===== config.mk =====
export PLATFORM = sky130hd
export DESIGN_NAME = alu_share_arb
export DESIGN_NICKNAME = d
export VERILOG_FILES = /design/src/rtl/alu_share_arb_pkg.sv /design/src/rtl/alu.sv /design/src/rtl/alu_share_arb.sv
export SDC_FILE = /design/constraint.sdc
export NUM_CORES = 1
export LEC_CHECK = 0
export CORE_UTILIZATION = 50
export CTS_BUF_LIST = sky130_fd_sc_hd__clkbuf_8 sky130_fd_sc_hd__clkbuf_16
export CTS_CLUSTER_SIZE = 24
export DETAILED_ROUTE_END_ITERATION = 16
export PLACE_DENSITY = 0.76
export SLEW_MARGIN = 10
export SYNTH_ARGS = -nofsm -noshare
export SYNTH_HDL_FRONTEND = slang
export SYNTH_SLANG_ARGS = --single-unit

===== constraint.sdc =====
create_clock -name clk -period 5.86 [get_ports clk]
set_clock_uncertainty 0.05 [all_clocks]
set_input_delay 0.879 -clock clk [delete_from_list [all_inputs] [get_ports clk]]
set_output_delay 0.879 -clock clk [all_outputs]
set_load 0.005 [all_outputs]

===== src/rtl/alu_share_arb_pkg.sv =====
// Shared types and constants for the two-requester ALU sharing arbiter.
package alu_share_arb_pkg;

  localparam int unsigned DATA_W = 32;
  localparam int unsigned ALUC_W = 4;

  typedef enum logic [1:0] {
    IDLE = 2'd0,
    EXEC = 2'd1,
    RESP = 2'd2
  } state_t;

  localparam logic [ALUC_W-1:0] ALUC_ADD = 4'b0000;
  localparam logic [ALUC_W-1:0] ALUC_SUB = 4'b0100;
  localparam logic [ALUC_W-1:0] ALUC_AND = 4'b0001;
  localparam logic [ALUC_W-1:0] ALUC_OR  = 4'b0101;
  localparam logic [ALUC_W-1:0] ALUC_XOR = 4'b0010;
  localparam logic [ALUC_W-1:0] ALUC_LUI = 4'b0110;
  localparam logic [ALUC_W-1:0] ALUC_SLL = 4'b0011;
  localparam logic [ALUC_W-1:0] ALUC_SRL = 4'b0111;
  localparam logic [ALUC_W-1:0] ALUC_SRA = 4'b1111;

  // Captured operation: owner ID plus the ALU inputs.
  typedef struct packed {
    logic              id;
    logic [ALUC_W-1:0] aluc;
    logic [DATA_W-1:0] a;
    logic [DATA_W-1:0] b;
  } op_t;

endpackage


===== src/rtl/alu.sv =====
// 32-bit combinational ALU: add/sub, and/or, xor/lui, shifts (amount from a[4:0]).
module alu
  import alu_share_arb_pkg::*;
(
  input  logic [DATA_W-1:0] a,
  input  logic [DATA_W-1:0] b,
  input  logic [ALUC_W-1:0] aluc,
  output logic [DATA_W-1:0] r,
  output logic              z
);

  // aluc[1:0] picks the unit, aluc[2] the variant, aluc[3] arithmetic vs logical right shift.
  always_comb begin
    r = '0;
    case (aluc[1:0])
      2'b00: r = aluc[2] ? (a - b) : (a + b);
      2'b01: r = aluc[2] ? (a | b) : (a & b);
      2'b10: r = aluc[2] ? {b[15:0], 16'h0000} : (a ^ b);
      2'b11: begin
        if (!aluc[2])
          r = b << a[4:0];
        else if (aluc[3])
          r = $signed(b) >>> a[4:0];
        else
          r = b >> a[4:0];
      end
      default: r = '0;
    endcase
  end

  assign z = (r == '0);

endmodule


===== src/rtl/alu_share_arb.sv =====
// Two-requester arbiter/sequencer sharing one ALU: IDLE grant -> EXEC -> RESP handshake.
// Build option: define ALU_SHARE_ARB_RR_EN for round-robin ties; otherwise requester 0 has priority.
module alu_share_arb
  import alu_share_arb_pkg::*;
(
  input  logic              clk,
  input  logic              rst,
  input  logic              req0,
  input  logic [ALUC_W-1:0] aluc0,
  input  logic [DATA_W-1:0] a0,
  input  logic [DATA_W-1:0] b0,
  output logic              gnt0,
  input  logic              req1,
  input  logic [ALUC_W-1:0] aluc1,
  input  logic [DATA_W-1:0] a1,
  input  logic [DATA_W-1:0] b1,
  output logic              gnt1,
  output logic              rsp_valid,
  output logic              rsp_id,
  output logic [DATA_W-1:0] rsp_r,
  output logic              rsp_z,
  input  logic              rsp_ready
);

  state_t            state;
  state_t            state_next;
  op_t               op;
  op_t               op_sel;
  logic              sel1;
  logic              grant;
  logic              rsp_load;
  logic              rsp_clear;
  logic [DATA_W-1:0] alu_r;
  logic              alu_z;

`ifdef ALU_SHARE_ARB_RR_EN
  // Pointer holds the last winner; on a tie the other requester wins.
  logic ptr;

  always_ff @(posedge clk or posedge rst) begin
    if (rst)
      ptr <= 1'b1;
    else if (grant)
      ptr <= sel1;
  end

  assign sel1 = req1 && (!req0 || !ptr);
`else
  assign sel1 = req1 && !req0;
`endif

  always_comb begin
    op_sel = '0;
    if (sel1) begin
      op_sel.id   = 1'b1;
      op_sel.aluc = aluc1;
      op_sel.a    = a1;
      op_sel.b    = b1;
    end else begin
      op_sel.id   = 1'b0;
      op_sel.aluc = aluc0;
      op_sel.a    = a0;
      op_sel.b    = b0;
    end
  end

  always_ff @(posedge clk or posedge rst) begin
    if (rst)
      state <= IDLE;
    else
      state <= state_next;
  end

  // Grants are combinational and only ever issued from IDLE outside reset.
  always_comb begin
    state_next = state;
    gnt0       = 1'b0;
    gnt1       = 1'b0;
    grant      = 1'b0;
    rsp_load   = 1'b0;
    rsp_clear  = 1'b0;
    case (state)
      IDLE: begin
        if (!rst && (req0 || req1)) begin
          grant      = 1'b1;
          gnt0       = !sel1;
          gnt1       = sel1;
          state_next = EXEC;
        end
      end
      EXEC: begin
        rsp_load   = 1'b1;
        state_next = RESP;
      end
      RESP: begin
        if (rsp_ready) begin
          rsp_clear  = 1'b1;
          state_next = IDLE;
        end
      end
      default: state_next = IDLE;
    endcase
  end

  alu u_alu (
    .a    (op.a),
    .b    (op.b),
    .aluc (op.aluc),
    .r    (alu_r),
    .z    (alu_z)
  );

  // Op capture on grant; response registers load from the ALU in EXEC and hold in RESP.
  always_ff @(posedge clk or posedge rst) begin
    if (rst) begin
      op        <= '0;
      rsp_valid <= 1'b0;
      rsp_id    <= 1'b0;
      rsp_r     <= '0;
      rsp_z     <= 1'b0;
    end else begin
      if (grant)
        op <= op_sel;
      if (rsp_load) begin
        rsp_valid <= 1'b1;
        rsp_id    <= op.id;
        rsp_r     <= alu_r;
        rsp_z     <= alu_z;
      end else if (rsp_clear) begin
        rsp_valid <= 1'b0;
      end
    end
  end

endmodule


==> results.py, run 1 <==
metrics = {
    "detailed_routing": {
        "first_iter_violations": 2052,
        "wl_um": 58600,
        "num_vias": 14769,
        "ant_nets": 0,
        "viasPerCell": 6.84,
        "dr.pass1.iters": 7,
        "wl_per_cell_um": 27.1,
        "drc": 0,
    },
    "sta": {
        "slew_violations": 0,
        "fmax_mhz": 192,
        "min_period_ns": 5.20,
        "fin_setup_tns_ns": 0,
        "post-route-period-util_pct": 88.7,
        "worst_slew_pin_slew_ns": 1.05,
        "hold_viol": 0,
        "maxSlewHeadroom_pct": 29.9,
        "rsz0062_at_grt": "no",
        "setup_viol": 0,
    },
    "cts": {
        "clk_latency_ns": 0.38,
        "cts_buffers": 9,
        "ctsResizeCount": 0,
        "cts.path.max_buffers": 2,
        "cts_tree": "built",
        "post_cts_buffers": 0,
        "htree_levels": 3,
        "path_clk_slew_ns": 0.08,
        "cts_sinks": 106,
        "root_buffer": "clkbuf_16",
        "postCtsHoldBufs": 0,
    },
    "die": {
        "pin_count": 178,
        "die_h_um": 168,
        "chipWidth_um": 168,
        "coreArea_mm2": 0.0270,
        "start_util_pct": 51.0,
        "rows": 60,
        "die-area_mm2": 0.0282,
    },
    "grt": {
        "grt_max_degree": 60,
        "grt_pass1_wl_um": 87900,
        "first_global_vias": 13767,
        "antenna_found_initial": 1,
        "grt_use_total_pct": 41.7,
        "grt_overflow": 0,
    },
    "yosys": {
        "syn_area_per_cell_um2": 8.00,
        "synth_adder_area_share_pct": 8.86,
        "ys_warn_count": 0,
        "synth.largest_area_cell": "dfrtp_1",
        "yosys.area_share.simple_pct": 16.5,
        "mappedNetlistArea_mm2": 0.0138,
        "synth_xor_area_share_pct": 3.31,
        "synthMuxAreaShare_pct": 22.7,
        "synth_compound_area_share_pct": 22.3,
        "synth_cell_types": 83,
        "yosys_most_used_dff": "dfrtp_1",
        "synth_top_family_by_area": "multiplexers",
        "yosysSeqAreaShare_pct": 19.3,
        "netlist_instances": 1723,
        "synth-seq-cells": 106,
        "synthArstFlopShare_pct": 100,
        "yosysTopAreaCellShare_pct": 19.3,
        "synth_edf_count": 0,
        "ys_top_cells_by_area": "dfrtp_1, mux4_2, mux2i_1",
        "synth_fp_nets": 1961,
    },
    "place": {
        "numPortBuffers": 177,
        "post_dp_cell_area_mm2": 0.0158,
        "gp_congestion": 1.09,
        "dp_hpwl_um": 44900,
    },
    "worst_setup_path": {
        "r2r_start": "op[5]",
        "cp.arrival_ns": 5.47,
        "worstPathMaxFanout": 15,
        "r2r_cells": 19,
        "end_kind": "flip-flop",
        "r2r_slack_ns": 0.66,
        "start_kind": "flip-flop",
        "r2r-end": "rsp_z",
        "required_ns": 6.13,
        "path_class": "reg -> reg",
    },
    "pwr": {
        "p_int_mw": 4.80,
        "p_seq_share_pct": 14.2,
        "total_leakage_power_nw": 6.64,
        "p_sw_share_pct": 58.4,
        "power_per_cell_area_mw_per_mm2": 714,
        "p_clk_share_pct": 5.8,
        "p_total_mw": 11.5,
        "power_frac_comb_pct": 80.0,
        "max-vdd-ir-drop_v": 0.000570,
        "switching_power_mw": 6.73,
    },
    "finish": {
        "area_growth_pct": 17.3,
        "multi_input_area_mm2": 0.0102,
        "ff_latch_area_mm2": 0.00267,
        "drive_gt1_share_pct": 10.2,
        "final_cell_mix": "nand2_1, clkdlybuf4s50_1, o21ai_0",
        "final_area_mm2": 0.0162,
        "layout_commonest_cell": "nand2_1",
        "final_util_pct": 59.8,
        "n_fill_cell": 2481,
        "final_net_count": 2051,
    },
    "run": {
        "drv_cap": 0,
    },
    "worst_hold_path": {
        "worstHoldStart": "rsp_r[27]",
        "hold_path_class": "reg -> reg",
        "whs_endpoint": "rsp_r[27]",
        "hold_depth": 2,
    },
    "outcome": {
        "status": "finished clean",
    },
}
## final cells by class
cell class / instances / share of cell area [%]
Sequential cell: 106 / 16.5
Inverter: 82 / 1.92
Timing Repair Buffer: 241 / 14.0
Clock inverter: 7 / 0.565
Antenna cell: 1 / 0.0155
Tap cell: 341 / 2.64
Multi-Input combinational cell: 1373 / 62.9
Clock buffer: 9 / 1.39
## cell usage after synthesis (6+ instances only)
master,instances
nand2b_1,10
nand2_1,219
a21oi_1,111
a31oi_1,26
nand3_1,34
a211o_1,7
ha_1,96
o31ai_1,7
a22oi_1,25
xnor2_1,45
and3_1,13
o21ai_0,149
o221ai_1,10
xor2_1,7
o21ai_1,7
buf_2,28
nor3_1,33
o21a_1,10
a211oi_1,17
nor2_1,128
nand4_1,18
nor2b_1,14
o22ai_1,19
buf_1,16
mux2i_1,139
nor4_1,11
a221oi_1,8
and2_1,6
dfrtp_1,106
o211ai_1,22
a21o_1,9
mux2_2,17
mux4_2,68
inv_1,78
clkbuf_1,113
o2111ai_1,9
## sequential cells by signal (all words and copies together), names as in the netlist
signal,flops
op,69
rsp_id,1
rsp_r,32
rsp_valid,1
rsp_z,1
state,2
## routing by layer
| metal | part of all wire (%) | vias to the layer above | global-route usage, % |
|---|---|---|---|
| met5 | 0.015 | - | 0 |
| met4 | 5.8 | 2 | 21.7 |
| met3 | 11 | 205 | 11.1 |
| met2 | 44 | 918 | 63.8 |
| met1 | 39 | 7137 | 54.0 |
| li1 | - | 6507 | - |
## metrics by stage
stage / hold WS (ns) / setup WS (ns) / cells
global route: 0.463 / 0.404 / 2159
global placement: 0.397 / 0.857 / 2143
finish: 0.433 / 0.663 / 2160
detailed placement: 0.415 / 0.780 / 2143
CTS: 0.435 / 0.739 / 2159
floorplan: 0.389 / 1.05 / 1723
## cells by family after synthesis
logic type | Yosys count
DFF | 106
muxes | 225
and+or+nand+nor | 511
adders and majority gates | 97
buffers and inverters | 244
xor gates and xnor gates | 52
AOI/OAI and AO/OA | 488
## worst max-delay path: stages, from the launching register on
cell,delay (ns)
dfrtp_1,0.36
buf_4,0.19
nor4_1,0.61
and3_1,0.39
and3_1,0.37
nand2_1,0.09
nor2_1,0.23
a21oi_1,0.12
xnor2_1,0.16
ha_1,0.36
a21oi_1,0.41
o21ai_0,0.21
o21ai_0,0.20
a21oi_1,0.07
or4_1,0.53
a311oi_2,0.32
nand3_1,0.13
nor3_2,0.13
nand4_1,0.11
nand2_1,0.08
## worst max-delay path by stage
stage / from / to / cells after the start
6_report: op[5] / rsp_z / 19
5_1_grt: op[5] / rsp_z / 18
4_1_cts: op[9] / rsp_z / 18
3_5_place_dp: op[9] / rsp_z / 18
3_3_place_gp: op[9] / rsp_z / 18
2_1_floorplan: op[66] / rsp_z / 18
## power groups by stage
stage | Clock [mW] | Combinational [mW] | Sequential, mW
2_1_floorplan | 0 | 5.97 | 1.28
3_3_place_gp | 0 | 8.73 | 1.61
3_5_place_dp | 0 | 8.80 | 1.63
4_1_cts | 0.685 | 8.85 | 1.61
5_1_grt | 0.705 | 9.75 | 1.68
6_report | 0.669 | 9.22 | 1.64
Note: power is estimated with default switching activity, not from simulation.
==> run 2: changes to the inputs <==
--- a/config.mk
+++ b/config.mk
@@ -9,8 +9,8 @@
 export CTS_BUF_LIST = sky130_fd_sc_hd__clkbuf_8 sky130_fd_sc_hd__clkbuf_16
 export CTS_CLUSTER_SIZE = 24
 export DETAILED_ROUTE_END_ITERATION = 16
+export GPL_ROUTABILITY_DRIVEN = 1
 export PLACE_DENSITY = 0.76
-export SLEW_MARGIN = 10
 export SYNTH_ARGS = -nofsm -noshare
 export SYNTH_HDL_FRONTEND = slang
 export SYNTH_SLANG_ARGS = --single-unit
==> constraint.sdc (replaced) <==
create_clock -name clk -period 5.12 [get_ports clk]
set_clock_uncertainty 0.05 [all_clocks]
set_input_delay 0.768 -clock clk [delete_from_list [all_inputs] [get_ports clk]]
set_output_delay 0.768 -clock clk [all_outputs]
set_load 0.005 [all_outputs]
==> results.py, run 2 (synthesized netlist as in run 1, its figures left out) <==
metrics = {
    "finish": {
        "final_cell_mix": "nand2_1, clkdlybuf4s50_1, o21ai_0",
        "layout_commonest_cell": "nand2_1",
        "final_net_count": 2063,
        "ff_latch_area_mm2": 0.00267,
        "multi_input_area_mm2": 0.0102,
        "reg.largest.list": "op (69), rsp_r (32), state (2)",
        "n_fill_cell": 2441,
        "largest_reg_flops": 69,
        "area_growth_pct": 18.4,
        "top_register": "op",
        "drive_gt1_share_pct": 10.8,
    },
    "grt": {
        "antenna_found_initial": 2,
        "grt_use_met3_pct": 10.1,
        "met2_usage_pct": 65.0,
        "grt_overflow": 0,
        "grt_use_total_pct": 41.5,
        "grt_max_degree": 82,
        "first_global_vias": 13939,
        "grt-busiest-layer": "met2",
        "grt_pass1_wl_um": 87500,
        "met1_usage_pct": 52.7,
    },
    "worst_setup_path": {
        "slowest_delay_ns": 0.55,
        "cp.arrival_ns": 5.03,
        "start_kind": "flip-flop",
        "path_class": "reg -> reg",
        "end_kind": "flip-flop",
        "r2r_cells": 21,
        "cpMostUsedCell": "nand2_1",
        "required_ns": 5.39,
        "cp_slowest_cell": "dfrtp_1",
        "worst-path-stages": 21,
        "worst-path-buf-inv": 1,
        "crit_chain": "inv_1 -> ha_1 -> nand3_1 -> nor2b_2 -> nand2_1 -> nor2_1 -> and2_1 -> nor2b_1 -> nor2_1 -> xnor2_1 -> ha_1 -> nand2_1 -> o21ai_0 -> o21ai_0 -> a21oi_1 -> or4_1 -> a311oi_2 -> nand3_1 -> nor3_2 -> nand4_1 -> nand2_1",
        "crit_family": "simple AND/OR/NAND/NOR gates",
        "worstPathMaxFanout": 13,
    },
    "place": {
        "numPortBuffers": 177,
        "gp_congestion": 1.09,
        "dp_hpwl_um": 45100,
    },
    "outcome": {
        "status": "finished clean",
    },
    "sta": {
        "fmax_mhz": 210,
        "slew_violations": 0,
        "fin_setup_tns_ns": 0,
        "rsz0062_at_grt": "no",
        "min_period_ns": 4.76,
        "setup_viol": 0,
        "hold_viol": 0,
        "maxSlewHeadroom_pct": 32.6,
        "worst_slew_pin_slew_ns": 1.01,
        "post-route-period-util_pct": 93.0,
    },
    "pwr": {
        "p_total_mw": 13.2,
        "total_leakage_power_nw": 6.72,
        "power_per_cell_area_mw_per_mm2": 808,
        "max-vdd-ir-drop_v": 0.000653,
    },
    "run": {
        "drv_cap": 0,
    },
    "worst_hold_path": {
        "hold_depth": 2,
        "hold_path_class": "reg -> reg",
    },
    "cts": {
        "cts_tree": "built",
        "cts.path.max_buffers": 2,
        "cts_buffers": 9,
        "post_cts_buffers": 0,
        "clk_latency_ns": 0.38,
        "htree_levels": 3,
        "root_buffer": "clkbuf_16",
        "path_clk_slew_ns": 0.08,
        "cts_sinks": 106,
    },
    "detailed_routing": {
        "ant_nets": 0,
        "drc": 0,
        "dr.pass1.iters": 6,
        "viasPerCell": 6.76,
        "wl_per_cell_um": 26.8,
        "wl_um": 58200,
        "num_vias": 14685,
        "first_iter_violations": 1775,
    },
    "die": {
        "die_h_um": 168,
        "coreArea_mm2": 0.0270,
        "chipWidth_um": 168,
        "pin_count": 178,
        "die-area_mm2": 0.0282,
        "rows": 60,
        "start_util_pct": 51.0,
    },
}
[run 2: per-layer routing]
metal,vias to the layer above,share of wire (%),wire (um)
li1,6537,-,-
met1,6978,39,22600
met2,964,45,26000
met3,204,11,6150
met4,2,5.8,3360
met5,-,0.015,9
[run 2: through the flow]
| step | cells | hold WS, ns | cell area [um2] | setup slack, ns | utilization (%) |
|---|---|---|---|---|---|
| floorplan | 1723 | 0.389 | 13800 | 0.309 | - |
| finish | 2173 | 0.426 | 16300 | 0.356 | 60.3 |
| detailed placement | 2155 | 0.413 | 16000 | 0.427 | 59.2 |
| CTS | 2171 | 0.431 | 16300 | 0.378 | 60.3 |
| global placement | 2155 | 0.402 | 16000 | 0.597 | 59.2 |
| global route | 2171 | 0.444 | 16300 | 0.0134 | 60.3 |
[run 2: path summary, 6_finish.rpt]
kind                             endpoint  startpoint  slack, ns
worst max-delay path                rsp_z       op[1]       0.36
worst min-delay path            rsp_r[14]   rsp_r[14]       0.43
worst max register to register      rsp_z       op[1]       0.36
worst min register to register  rsp_r[14]   rsp_r[14]       0.43
max in group asynchronous          op[32]         rst       3.44
min in group asynchronous        state[1]         rst       0.80
[run 2: worst reg2reg max path: cells and delay by family, from the launching register on]
kind,cells,cell delay [ns]
buffers and inverters,1,0.20
AO/OA/AOI/OAI,4,0.72
adder cells (fa/ha/maj),2,0.57
flip-flops,1,0.55
AND/OR/NAND/NOR,13,2.46
XOR/XNOR,1,0.16
[run 2: repair_timing]
action / CTS / global route
endpoints found under the hold margin: 0 / 0
endpoints found under the setup margin: 0 / 1
gates resized for setup: 0 / 1
hold buffers: 0 / 0
[run 2: area by class of cell]
class | instances | share of cell area, %
timing repair buffer | 253 | 14.8
clock inverter | 7 | 0.499
sequential | 106 | 16.4
clock buffer | 9 | 1.38
tap | 341 | 2.62
inverter | 82 | 1.90
multi-input combinational | 1373 | 62.4
antenna | 2 | 0.0307
[run 2: report_power, final]
| group | leakage [nW] | internal, mW | switching [mW] |
|---|---|---|---|
| logic | 5.25 | 4.06 | 6.50 |
| registers | 1.32 | 1.17 | 0.700 |
| clock network | 0.150 | 0.350 | 0.387 |
